===== config.mk =====
export PLATFORM = sky130hd
export DESIGN_NAME = dmem_access_ctrl
export DESIGN_NICKNAME = d
export VERILOG_FILES = /design/src/rtl/dmem_access_ctrl_pkg.sv /design/src/rtl/dmem_access_ctrl_load_align.sv /design/src/rtl/dmem_access_ctrl.sv
export SDC_FILE = /design/constraint.sdc
export NUM_CORES = 1
export LEC_CHECK = 0
export BUFFER_PORTS_ARGS = -buffer_cell sky130_fd_sc_hd__clkbuf_2
export CAP_MARGIN = 20
export CORE_ASPECT_RATIO = 2
export CORE_MARGIN = 5
export CORE_UTILIZATION = 54
export DETAILED_ROUTE_END_ITERATION = 10
export HOLD_SLACK_MARGIN = 0.08
export PLACE_DENSITY = 0.92
export SLEW_MARGIN = 5
export SYNTH_ARGS = -nofsm -noshare
export SYNTH_HDL_FRONTEND = slang
export SYNTH_HIERARCHICAL = 1
export SYNTH_SLANG_ARGS = --single-unit

===== constraint.sdc =====
create_clock -name clk -period 7.4 [get_ports clk]
set_clock_uncertainty 0.2 [all_clocks]
set_input_delay 1.11 -clock clk [delete_from_list [all_inputs] [get_ports clk]]
set_output_delay 1.11 -clock clk [all_outputs]
set_load 0.005 [all_outputs]

===== src/rtl/dmem_access_ctrl_pkg.sv =====
`default_nettype none
// ============================================================================
//  Module  : dmem_access_ctrl_pkg
//  Brief   : Shared encodings and lane helpers for the data-memory access
//            controller: load/store opcodes, FSM states, exception codes,
//            misalignment test, store byte enables and store lane replication.
//  Revision: 1.0 - initial release
// ============================================================================
package dmem_access_ctrl_pkg;

    // Load operation encodings (cpu_loadOp); anything else behaves as lw
    localparam logic [2:0] c_LOP_LW  = 3'b000;
    localparam logic [2:0] c_LOP_LBU = 3'b001;
    localparam logic [2:0] c_LOP_LB  = 3'b010;
    localparam logic [2:0] c_LOP_LHU = 3'b011;
    localparam logic [2:0] c_LOP_LH  = 3'b100;

    // Store operation encodings (cpu_storeOp); 2'b11 behaves as sw
    localparam logic [1:0] c_SOP_SW  = 2'b00;
    localparam logic [1:0] c_SOP_SH  = 2'b01;
    localparam logic [1:0] c_SOP_SB  = 2'b10;

    // Exception codes reported on exc_code
    localparam logic [4:0] c_EXC_ADEL = 5'd4;
    localparam logic [4:0] c_EXC_ADES = 5'd5;
    localparam logic [4:0] c_EXC_DBE  = 5'd7;

    // Controller states
    typedef enum logic [1:0] {
        S_IDLE   = 2'd0,
        S_ACCESS = 2'd1,
        S_RESP   = 2'd2,
        S_DRAIN  = 2'd3
    } state_e;

    // True when the access size does not fit its natural alignment
    function automatic logic addr_misaligned(
        input logic       we,
        input logic [2:0] load_op,
        input logic [1:0] store_op,
        input logic [1:0] addr_lo
    );
        logic mis;
        mis = 1'b0;
        if (we) begin
            case (store_op)
                c_SOP_SH: mis = addr_lo[0];
                c_SOP_SB: mis = 1'b0;
                default:  mis = |addr_lo;
            endcase
        end else begin
            case (load_op)
                c_LOP_LHU, c_LOP_LH: mis = addr_lo[0];
                c_LOP_LBU, c_LOP_LB: mis = 1'b0;
                default:             mis = |addr_lo;
            endcase
        end
        return mis;
    endfunction

    // Byte enables for a store of the given size at the given byte offset
    function automatic logic [3:0] store_be(
        input logic [1:0] store_op,
        input logic [1:0] addr_lo
    );
        logic [3:0] be;
        case (store_op)
            c_SOP_SB: be = 4'b0001 << addr_lo;
            c_SOP_SH: be = addr_lo[1] ? 4'b1100 : 4'b0011;
            default:  be = 4'b1111;
        endcase
        return be;
    endfunction

    // Replicate the low store bits across every lane they may land in
    function automatic logic [31:0] store_data(
        input logic [1:0]  store_op,
        input logic [31:0] wdata
    );
        logic [31:0] d;
        case (store_op)
            c_SOP_SB: d = {4{wdata[7:0]}};
            c_SOP_SH: d = {2{wdata[15:0]}};
            default:  d = wdata;
        endcase
        return d;
    endfunction

endpackage
`default_nettype wire


===== src/rtl/dmem_access_ctrl_load_align.sv =====
`default_nettype none
// ============================================================================
//  Module  : load_align
//  Brief   : Selects the addressed byte/half lane of a read word and applies
//            zero or sign extension according to the load operation.
//  Revision: 1.0 - initial release
// ============================================================================
module load_align
    import dmem_access_ctrl_pkg::*;
(
    input  logic [31:0] rdata_i,
    input  logic [1:0]  addr_lo_i,
    input  logic [2:0]  load_op_i,
    output logic [31:0] data_o
);

    logic [7:0]  w_byte;
    logic [15:0] w_half;

    // Pick the byte and halfword lanes addressed by the low address bits
    always_comb begin
        w_byte = rdata_i[7:0];
        case (addr_lo_i)
            2'd0: w_byte = rdata_i[7:0];
            2'd1: w_byte = rdata_i[15:8];
            2'd2: w_byte = rdata_i[23:16];
            2'd3: w_byte = rdata_i[31:24];
        endcase
        w_half = addr_lo_i[1] ? rdata_i[31:16] : rdata_i[15:0];
    end

    // Extend the selected lane; unknown load ops return the whole word
    always_comb begin
        case (load_op_i)
            c_LOP_LBU: data_o = {24'h000000, w_byte};
            c_LOP_LB:  data_o = {{24{w_byte[7]}}, w_byte};
            c_LOP_LHU: data_o = {16'h0000, w_half};
            c_LOP_LH:  data_o = {{16{w_half[15]}}, w_half};
            default:   data_o = rdata_i;
        endcase
    end

endmodule
`default_nettype wire


===== src/rtl/dmem_access_ctrl.sv =====
`default_nettype none
// ============================================================================
//  Module  : dmem_access_ctrl
//  Brief   : MEM-stage data-memory sequencer. Runs a req/ack bus cycle per
//            load/store, stalls the pipeline while it is outstanding, aligns
//            load data and reports AdEL/AdES/DBE exceptions.
//  Revision: 1.0 - initial release
// ============================================================================
module dmem_access_ctrl
    import dmem_access_ctrl_pkg::*;
#(
    parameter int unsigned TIMEOUT_CYCLES = 255
) (
    input  logic        clk,
    input  logic        reset,
    input  logic        cpu_req,
    input  logic        cpu_we,
    input  logic [31:0] cpu_addr,
    input  logic [31:0] cpu_wdata,
    input  logic [2:0]  cpu_loadOp,
    input  logic [1:0]  cpu_storeOp,
    input  logic        cpu_flush,
    output logic        stall,
    output logic        rdata_valid,
    output logic [31:0] rdata,
    output logic        exc_valid,
    output logic [4:0]  exc_code,
    output logic        mem_req,
    output logic        mem_we,
    output logic [31:0] mem_addr,
    output logic [3:0]  mem_be,
    output logic [31:0] mem_wdata,
    input  logic        mem_ack,
    input  logic [31:0] mem_rdata
);

    // Counter value of the last ACCESS/DRAIN cycle allowed before abort
    localparam logic [7:0] c_TIMEOUT_LAST = 8'(TIMEOUT_CYCLES - 1);

    state_e      state_q;
    logic [7:0]  cnt_q;
    logic        mem_req_q;
    logic        mem_we_q;
    logic [31:0] mem_addr_q;
    logic [3:0]  mem_be_q;
    logic [31:0] mem_wdata_q;
    logic [2:0]  load_op_q;
    logic [1:0]  addr_lo_q;
    logic [31:0] rdata_q;
    logic        resp_load_q;
    logic        resp_exc_q;
    logic [4:0]  exc_code_q;

    logic        w_new_req;
    logic        w_misaligned;
    logic        w_timeout;
    logic [31:0] w_load_data;

    assign w_new_req    = cpu_req && !cpu_flush;
    assign w_misaligned = addr_misaligned(cpu_we, cpu_loadOp, cpu_storeOp, cpu_addr[1:0]);
    assign w_timeout    = (cnt_q == c_TIMEOUT_LAST);

    // Lane select and extension of the returning read word
    load_align u_load_align (
        .rdata_i   (mem_rdata),
        .addr_lo_i (addr_lo_q),
        .load_op_i (load_op_q),
        .data_o    (w_load_data)
    );

    // Access sequencer: request capture, bus handshake, timeout and response
    always_ff @(posedge clk or posedge reset) begin
        if (reset) begin
            state_q     <= S_IDLE;
            cnt_q       <= 8'd0;
            mem_req_q   <= 1'b0;
            mem_we_q    <= 1'b0;
            mem_addr_q  <= 32'd0;
            mem_be_q    <= 4'd0;
            mem_wdata_q <= 32'd0;
            load_op_q   <= 3'd0;
            addr_lo_q   <= 2'd0;
            rdata_q     <= 32'd0;
            resp_load_q <= 1'b0;
            resp_exc_q  <= 1'b0;
            exc_code_q  <= 5'd0;
        end else begin
            case (state_q)
                S_IDLE: begin
                    if (w_new_req) begin
                        load_op_q <= cpu_loadOp;
                        addr_lo_q <= cpu_addr[1:0];
                        cnt_q     <= 8'd0;
                        if (w_misaligned) begin
                            // Alignment fault: answer without touching the bus
                            resp_exc_q <= 1'b1;
                            exc_code_q <= cpu_we ? c_EXC_ADES : c_EXC_ADEL;
                            state_q    <= S_RESP;
                        end else begin
                            mem_req_q   <= 1'b1;
                            mem_we_q    <= cpu_we;
                            mem_addr_q  <= {cpu_addr[31:2], 2'b00};
                            mem_be_q    <= cpu_we ? store_be(cpu_storeOp, cpu_addr[1:0]) : 4'b0000;
                            mem_wdata_q <= cpu_we ? store_data(cpu_storeOp, cpu_wdata) : 32'd0;
                            state_q     <= S_ACCESS;
                        end
                    end
                end

                S_ACCESS: begin
                    cnt_q <= cnt_q + 8'd1;
                    if (mem_ack) begin
                        mem_req_q <= 1'b0;
                        if (cpu_flush) begin
                            // Completed but killed: drop the result
                            state_q <= S_IDLE;
                        end else begin
                            if (!mem_we_q) begin
                                rdata_q     <= w_load_data;
                                resp_load_q <= 1'b1;
                            end
                            state_q <= S_RESP;
                        end
                    end else if (w_timeout) begin
                        mem_req_q <= 1'b0;
                        if (cpu_flush) begin
                            state_q <= S_IDLE;
                        end else begin
                            resp_exc_q <= 1'b1;
                            exc_code_q <= c_EXC_DBE;
                            state_q    <= S_RESP;
                        end
                    end else if (cpu_flush) begin
                        // Bus cycle already issued: keep it open until it ends
                        state_q <= S_DRAIN;
                    end
                end

                S_DRAIN: begin
                    cnt_q <= cnt_q + 8'd1;
                    if (mem_ack || w_timeout) begin
                        mem_req_q <= 1'b0;
                        state_q   <= S_IDLE;
                    end
                end

                S_RESP: begin
                    resp_load_q <= 1'b0;
                    resp_exc_q  <= 1'b0;
                    state_q     <= S_IDLE;
                end

                default: begin
                    state_q <= S_IDLE;
                end
            endcase
        end
    end

    // Pipeline freeze and flush-masked response pulses
    always_comb begin
        stall       = ((state_q == S_IDLE) && w_new_req)
                    || (state_q == S_ACCESS)
                    || (state_q == S_DRAIN);
        rdata_valid = (state_q == S_RESP) && resp_load_q && !cpu_flush;
        exc_valid   = (state_q == S_RESP) && resp_exc_q && !cpu_flush;
    end

    assign rdata     = rdata_q;
    assign exc_code  = exc_code_q;
    assign mem_req   = mem_req_q;
    assign mem_we    = mem_we_q;
    assign mem_addr  = mem_addr_q;
    assign mem_be    = mem_be_q;
    assign mem_wdata = mem_wdata_q;

endmodule
`default_nettype wire


# After elaboration in Yosys (flattened, before gate mapping)
# Index checks and enable logic that the tools add are counted.
# classes
addsub,1
n_eq_ne,28
shifts,1
mux,44
n_bitwise,3
n_reduce_logical,30
# op_table
op,n
$pmux 32 s4,1
$pmux 32 s2,1
$mux 32,1
$pmux 8 s4,1
$mux 5,5
$ne 2x2->1 const B,9
$mux 16,1
$pmux 8 s2,1
$mux 1,15
$mux 2,7
$eq 3x2->1 const B,4
$reduce_and 6->1,2
$eq 2x2->1 const B,5
$pmux 5 s2,1
$add 8x1->8 const B,1
$eq 8x8->1 const B,1
$mux 4,2
$mux 8,1
$pmux 2 s4,1
$pmux 4 s2,1
$reduce_and 4->1,2
$reduce_or 2->1,4
$eq 2x1->1 const B,3
$eq 3x1->1 const B,2
16 further kinds,35
# word_totals
reg_bits,122
inputBits,107
out_inout_bits,110
word_cells,120

# Depth between registers and ports, before layout
# Gate-level depths: netlist (run 1).
# logic_depth
word_depth,7
ltp_mapped,9
depth_no_buf,6

# Modules after synthesis
# Netlist (run 1), hierarchy kept.
# by_module_without_submodules
module,instances,cells_per_inst,area_each_um2,seq_area_each_um2
dmem_access_ctrl,1,407,5175.0,3002.9
load_align,1,104,919.6,0.0

# Worst setup path after synthesis (run 1)
# No wires, ideal clock.
# synth_path
kind,input to output
from,input port cpu_flush
to,output port stall
t_arrival_ns,1.849
t_required_ns,6.090
slack_ns,4.241
cell_stages,3
path_buffers,1
cell_sequence,or4b_1 -> clkbuf_1 -> nand2_1
# synth_via
elab_chain_len,5
# synth_rtl
item,line,text
from (decl),dmem_access_ctrl.sv:22,"input logic cpu_flush,"
$logic_not 1->1,dmem_access_ctrl.sv:59,assign w_new_req = cpu_req && !cpu_flush;
$logic_and 1x1->1,dmem_access_ctrl.sv:59,
$logic_and 1x1->1,dmem_access_ctrl.sv:162,stall = ((state_q == S_IDLE) && w_new_req)
$logic_or 1x1->1,dmem_access_ctrl.sv:163,|| (state_q == S_ACCESS)
$logic_or 1x1->1,dmem_access_ctrl.sv:164,|| (state_q == S_DRAIN);
to (decl),dmem_access_ctrl.sv:23,"output logic stall,"
# No other way between the ends.

# Worst setup path in the final report (run 1)
# Same ends and word-level chain as after synthesis.

==> results.txt, run 1 <==
- The share of the Yosys chip area taken by registers is 0.4927.
* Clock net sink count: between 100 and 150
* Setup Total Neg Slack: 0 ns
- During I/O placement, the number of pins put on the boundary was roughly 220.
* Site Rows: 55
* Number of enable flip-flop cells after synthesis: 0
- Post-CTS Setup Repair Bufs: 0
- Total Routed Length: ~17000 um
- STA classifies the critical path endpoint as an output port.
- Path category of the worst min-delay check: flip-flop to flip-flop
- Clock-pin slew was measured on the worst setup and hold paths at 0.05 ns.
- Count of instances resized after the clock tree is built: 0
* Slew @ Worst Pin: 0.8496 ns
* Leading area contributor after synthesis: sky130_fd_sc_hd__dfrtp_1
- Width of the die: ~85 um
- Counting every instance in the synthesized netlist gives between 500 and 600.
- Root Buffer: sky130_fd_sc_hd__clkbuf_16
- Final weighted congestion of routability-driven global placement: 0.8976
- After synthesis, the cell types taking the most area are sky130_fd_sc_hd__dfrtp_1 49%, sky130_fd_sc_hd__mux2_2 6.3%, sky130_fd_sc_hd__mux2_1 5.4%.
- Total gr overflow: 0
- Top flip-flop cell by instance count after synthesis: sky130_fd_sc_hd__dfrtp_1
- Final setup violation count: 0
- Cell internal power was estimated by the tool at around 1800 uW.
- Counting flops with an async set or reset pin after synthesis yields a share of 1.000.
- Die outline height: 160.2 um
* Worst IR Drop VDD: between 0.00015 and 0.0002 V
* Vias in the first global route: around 5700
- Summed over all nets, the switching power comes to slightly below 900 uW.
- Synthesized area: about 6000 sq um
- Most repeated cell in the gate-level netlist after synthesis: sky130_fd_sc_hd__dfrtp_1
- Area share of the leading cell type in the synthesized netlist: 0.4927
- The initial antenna violation count was 0.
* Core area: 11220 sq um
- STA puts the critical path data required time at around 6.1 ns.
* Die footprint: 13640 sq um
- Area Growth Syn to Fin: 26.73%
- Highest net fanout along the worst path: 18
- Detail Route Antenna Nets: 0
* Relative contribution of combinational cells to total power: 0.317
* Pwr Total: 2677 uW
- Max frequency: 0.2722 GHz
* Most used standard cells in the synthesized netlist: 120 x sky130_fd_sc_hd__dfrtp_1, 38 x sky130_fd_sc_hd__nand2_1, 34 x sky130_fd_sc_hd__mux2_2
- In this run the number of H-tree levels came out at 4.
- Static power due to leakage: 0.003916 uW
- The number of hold-slack violations in the final timing report was 0.
- Summing over every cut layer, the via total after detailed routing is 5200.
- Remaining DRCs: 0
* Nets: 821
- In this run the tool buffered the top-level ports with 212 buffer cells.
- Class of the most critical setup path: input pin to output port
- Slew HR: 0.4311
* Share of total power in the clock network: 0.287
- Across the run, the number of max-cap violations was 0.
- Setup repair after global routing left no endpoint under its margin.
- Min Tclk post-route: 3.674 ns
* Vias per Instance: 6.012
* Critical Path Source Type: input pin
* Number of antenna repair diodes: 0
* GRT Util Overall: 0.2528
* Average footprint of a synthesized cell: 11.93 sq um
* Data arrival at the endpoint of the critical path: approximately 2.4 ns
- Flip-flop and latch count after synthesis: 120
- Total CTS buffers: 17
- Syn. warnings: 6
- Total power per unit cell area: 346.6 nW/um^2
- After detailed routing, the average wire length per cell comes to 19.79 um.
- Clock buffer depth: 2
* Number of max-slew violations in the final report: 0
- The clock reaches the later pin of the worst-skew pair after around 0.4 ns.
* Count of hold buffers inserted by post-cts repair: 0
- In the final layout, the share of cells above drive strength 1 is 0.4122.
- Maximum number of pins on one net before global-route repair: 80
- After the first detailed-routing iteration, the DRC count stood at just over 300.
- The flow ran to the end, and the final reports show no timing, DRC or antenna violations.
- Of the total power, registers draw 0.396.
* Global-route wire length before repair: 27570 um
- For this run, the detailed router's first-pass iteration total came to 5.
- Switching power as a share of total power: 0.3280
- Dividing the final minimum period by the clock period gives 0.4965.
* Initial Util: 0.5433
- Detailed placement finished with a half-perimeter wire length of 12880 um.
- TritonCTS built the clock tree.
- The synthesized netlist contains between 50 and 60 unique library cells.
per-stage QoR:
stage	setup slack (ns)	std cells	hold slack [ns]	instance area, sq um	utilization
2_1_floorplan	2.904	514	0.2469	6106	-
3_3_place_gp	3.407	831	0.2683	7112	0.6340
3_5_place_dp	3.252	831	0.2746	7112	0.6340
4_1_cts	3.666	863	0.2898	7669	0.6837
5_1_grt	3.562	865	0.3080	7724	0.6886
6_report	3.726	865	0.2843	7724	0.6886
logic make-up (layout without fill, tap and decap cells):
| logic type | count (synthesis) | in the layout | synth area share |
|---|---|---|---|
| AOI/OAI and AO/OA | 141 | 141 | 0.1854 |
| other | 1 | 4 | 0.0006153 |
| and+or+nand+nor | 111 | 111 | 0.1002 |
| muxes | 75 | 75 | 0.1519 |
| adders and majority gates | 4 | 4 | 0.008212 |
| buffers and inverters | 52 | 261 | 0.05092 |
| xor gates and xnor gates | 7 | 7 | 0.01006 |
| DFF | 120 | 120 | 0.4927 |
area by class of cell:
cell class	instances	area, sq um
fillers	812	3493
well taps	142	177.7
inverters	11	43.79
repair buffers	218	1146
clock buffers	19	432.9
clock inverters	13	123.9
flip-flops and latches	120	3003
multi-input cells	342	2796
sequential cells by signal (all words and copies together), names as in the netlist:
register,cells
mem_addr,30
mem_wdata,32
load_op_q,3
cnt_q,8
exc_code,3
state_q,2
resp_exc_q,1
mem_req,1
mem_be,4
rdata,32
addr_lo_q,2
resp_load_q,1
mem_we,1
cell usage in the layout, fill, tap and decap left out, types with 6 or more instances in the layout:
cell type	netlist	routed
sky130_fd_sc_hd__mux4_2	6	6
sky130_fd_sc_hd__a21o_1	19	19
sky130_fd_sc_hd__nand3_1	8	8
sky130_fd_sc_hd__dfrtp_1	120	120
sky130_fd_sc_hd__clkbuf_2	0	212
sky130_fd_sc_hd__o2bb2ai_1	26	26
sky130_fd_sc_hd__mux2_2	34	34
sky130_fd_sc_hd__nor2_1	12	12
sky130_fd_sc_hd__nand2_1	38	38
sky130_fd_sc_hd__nor3b_1	9	9
sky130_fd_sc_hd__a22o_1	10	10
sky130_fd_sc_hd__a32oi_1	7	7
sky130_fd_sc_hd__and3_1	13	13
sky130_fd_sc_hd__o21ai_0	11	11
sky130_fd_sc_hd__nor2b_1	17	17
sky130_fd_sc_hd__a21oi_1	24	24
sky130_fd_sc_hd__a221o_1	24	24
sky130_fd_sc_hd__mux2_1	29	29
sky130_fd_sc_hd__clkinvlp_4	0	6
sky130_fd_sc_hd__inv_1	11	10
sky130_fd_sc_hd__clkbuf_16	0	17
metal layers:
layer	GRT usage	vias to the layer above	routed length, um
met2	0.4596	294	9427
met4	0.1297	0	770
met1	0.2665	2547	5728
met3	0.05318	54	1193
met5	0	-	0
li1	-	2305	-
worst max-delay path, cell delays in order:
cell                       delay [ns]
sky130_fd_sc_hd__clkbuf_2        0.13
sky130_fd_sc_hd__or4b_1          0.76
sky130_fd_sc_hd__nand2_1         0.22
sky130_fd_sc_hd__clkbuf_2        0.13
power by group through the flow:
| stage | sequential, uW | combinational (uW) | clock, uW |
|---|---|---|---|
| 6_report | 1060 | 849 | 767 |
| 5_1_grt | 1090 | 918 | 816 |
| 4_1_cts | 1060 | 849 | 782 |
| 3_5_place_dp | 1060 | 849 | 0 |
| 3_3_place_gp | 1050 | 804 | 0 |
| 2_1_floorplan | 1020 | 510 | 0 |
path summary, 6_finish.rpt:
path                                   start      endpoint  slack [ns]  cells past startpoint
worst min register to register   mem_addr[3]   mem_addr[3]        0.28                      1
worst max register to register  load_op_q[0]      rdata[7]        4.37                      5
worst max-delay path               cpu_flush         stall        3.73                      4
min in group asynchronous              reset   mem_addr[4]        0.53                      2
max in group asynchronous              reset  load_op_q[1]        5.47                      4
worst min-delay path             mem_addr[3]   mem_addr[3]        0.28                      1
No activity file was read; power rests on OpenSTA's default activity.
==> run 2, diff against run 1 <==
CORE_UTILIZATION = 50   (was 54)
PLACE_DENSITY = 0.86   (was 0.92)
clock period = 3.8 ns   (was 7.4 ns; I/O delays follow)
==> run 2 against run 1 <==
Effect of this change: sequential cell count unchanged; total power up 100%; critical path type is now flip-flop to output port; utilization down 4.4 points.
==> results.txt, run 2 (synthesized netlist as in run 1, its figures left out) <==
* Maximum number of pins on one net before global-route repair: 88 (+10%)
- Vias in the first global route: 5470 (-3.4%)
- The total wire length is 17250 um (+0.76%).
- The footprint of the flip-flops and latches came to 3003 sq um (unchanged).
* Data arrival at the endpoint of the critical path: 2.30 ns (-0.06 ns)
* Required time reported for the critical path endpoint: 3.03 ns (-3.06 ns)
- Most used cells in the layout excluding fill and tap cells: 212 x sky130_fd_sc_hd__clkbuf_2, 120 x sky130_fd_sc_hd__dfrtp_1, 38 x sky130_fd_sc_hd__nand2_1
- GRT Util Overall: 0.2390 (-0.01380)
- Root Buffer: sky130_fd_sc_hd__clkbuf_16
- Library cell contributing the largest single delay on the critical path: sky130_fd_sc_hd__or4b_1
- Compared with the post-synthesis result, the final layout area differs by 27.39%.
- Walking the worst path, the cells encountered are or4b_1, nand2_1, clkbuf_2.
- Via count: 5135 (-1.3%)
- The net count of the finished layout was 821 (unchanged).
- Average wire length per cell after detail routing: 19.83 um (+0.18%)
* Site Rows: 57 (+3.6%)
- Total CTS buffers: 17 (unchanged)
* Clock network latency to the later pin of the worst-skew pair: 0.40 ns (about the same)
- The placed wire-length estimate came to 12810 um (-0.52%).
- The placement-stage cell area was 7147 sq um (+0.49%).
* Fill cells: 928 (+14%)
- TritonCTS clock tree: built
- The placeable core region is 12050 sq um (+7.5%).
- Total power per unit cell area: 692.1 nW/um^2 (+100%)
- In this run the critical register-to-register path is launched from state_q[0].
* Vias per Instance: 5.902 (-1.8%)
- STA classifies the critical path startpoint as a flip-flop.
- The clock input transition at the sequential cells of the worst setup and hold paths was 0.06 ns (about the same).
- Setup Total Neg Slack: 0 ns (unchanged)
- The total I/O pin count is 217 (unchanged).
- The count of port buffers added during placement was 212 (unchanged).
- Min Tclk post-route: 3.075 ns
- Final setup violation count: 0 (unchanged)
- For this run, the top clock speed supported by timing is 0.3252 GHz.
- Global-route wire length before repair: 27390 um (-0.65%)
- The fraction of final layout cells with drive strength greater than 1 came to 0.4149 (+0.002766).
* Pwr Total: 5373 uW (+100%)
- Count of hold buffers inserted by post-cts repair: 0 (unchanged)
- The remaining global-route overflow came to 0 (unchanged).
- The post-cts resize count came to 0 (unchanged).
* Outcome: finished, final reports clean
- Slew HR: 0.4388 (+0.007708)
- The number of iterations in the first detailed-routing pass is 4 (-1).
- Top cell family by delay on the critical path: simple AND/OR/NAND/NOR gates
* Clock buffer depth: 2 (unchanged)
- The die height was 166.1 um (+3.7%).
- Remaining DRCs: 0 (unchanged)
- Maximum Capacitance Violations: 0 (unchanged)
- Class of the most critical setup path: flip-flop to output port
* Static power due to leakage: 0.003944 uW (+0.73%)
* Detail Route Antenna Nets: 0 (unchanged)
* Leading cell type in the layout, fill and taps excluded: sky130_fd_sc_hd__clkbuf_2
- The top fanout value on the critical path came to 19 (+1).
* Setup repair after global routing missed its margin: no
- Total buffers and inverters traversed by the critical path: 1 (-1)
* Total number of H-tree levels: 4 (unchanged)
* Final weighted congestion of routability-driven global placement: 0.8704 (-3.0%)
- Worst IR Drop VDD: 0.0004050 V (+120%)
* Width of the die: 88.07 um (+3.5%)
* Maximum single-stage delay on the critical path: 0.91 ns (+0.15 ns)
- The multi-input combinational cell area came to 2796 sq um (unchanged).
- The slew of the pin with the lowest slew margin is 0.8381 ns (-0.01151 ns).
- The number of hold-slack violations in the final timing report is 0 (unchanged).
* Path category of the worst min-delay check: input pin to async pin
- The most critical setup path has its startpoint at state_q[0].
* Die footprint: 14630 sq um (+7.3%)
- Clock net sink count: 120 (unchanged)
- Tcrit/Tclk final: 0.8091
* Number of max-slew violations in the final report: 0 (unchanged)
- Post-CTS Setup Repair Bufs: 0 (unchanged)
* Initial antenna violation count: 0 (unchanged)
* Number of antenna repair diodes: 0 (unchanged)
* Layout Cell Area excl Fill: 7764 sq um (+0.52%)
- The detailed router's first-iteration violation count came to 272 (-13%).
- STA classifies the critical path endpoint as an output port.
- The initial core utilization is 0.5057 (-0.03768).
-- run 2: changes by cell type in the layout (fill, tap and decap cells not counted), sizes merged --
| cell | previous run | this run |
|---|---|---|
| clkbuf | 231 | 229 |
| clkinv | 3 | 5 |
| bufinv | 1 | 3 |
| clkinvlp | 6 | 3 |
| inv | 14 | 15 |
-- run 2: worst paths after layout --
path                                      end  slack (ns)  cells after the start
min in group clk                 mem_addr[24]        0.17                      2
worst max register to register    mem_addr[7]        0.99                      4
max in group asynchronous       mem_wdata[29]        2.41                      3
worst min register to register   mem_addr[31]        0.29                      1
worst min-delay path              mem_addr[2]        0.09                      2
worst max-delay path                    stall        0.73                      3
-- run 2: layout make-up --
| class | count | share of cell area |
|---|---|---|
| Clock buffer | 17 | 0.05479 |
| Clock inverter | 15 | 0.02466 |
| Inverter | 11 | 0.005802 |
| Multi-Input combinational cell | 342 | 0.3602 |
| Sequential cell | 120 | 0.3868 |
| Tap cell | 147 | 0.02369 |
| Timing Repair Buffer | 218 | 0.1441 |
-- run 2: per-layer routing --
layer | vias to the layer above | part of all wire | global-route usage
li1 | 2305 | - | -
met1 | 2500 | 0.34 | 0.2583
met2 | 273 | 0.54 | 0.4231
met3 | 57 | 0.072 | 0.05710
met4 | 0 | 0.044 | 0.1158
met5 | - | 0 | 0
-- run 2: power by group --
group          internal, uW  switching [uW]
Clock                  1050             627
Sequential             1720             339
Combinational           880             766
Total                  3640            1730
-- run 2: metrics by stage --
stage               hold slack [ns]    util  std cells  setup WS [ns]
floorplan                    0.2469       -        514          1.466
global placement             0.2708  0.5930        838         0.9442
detailed placement           0.2753  0.5930        838         0.8209
CTS                          0.1078  0.6441        870         0.7342
global route                 0.1495  0.6441        870         0.6255
finish                      0.09308  0.6441        870         0.7252
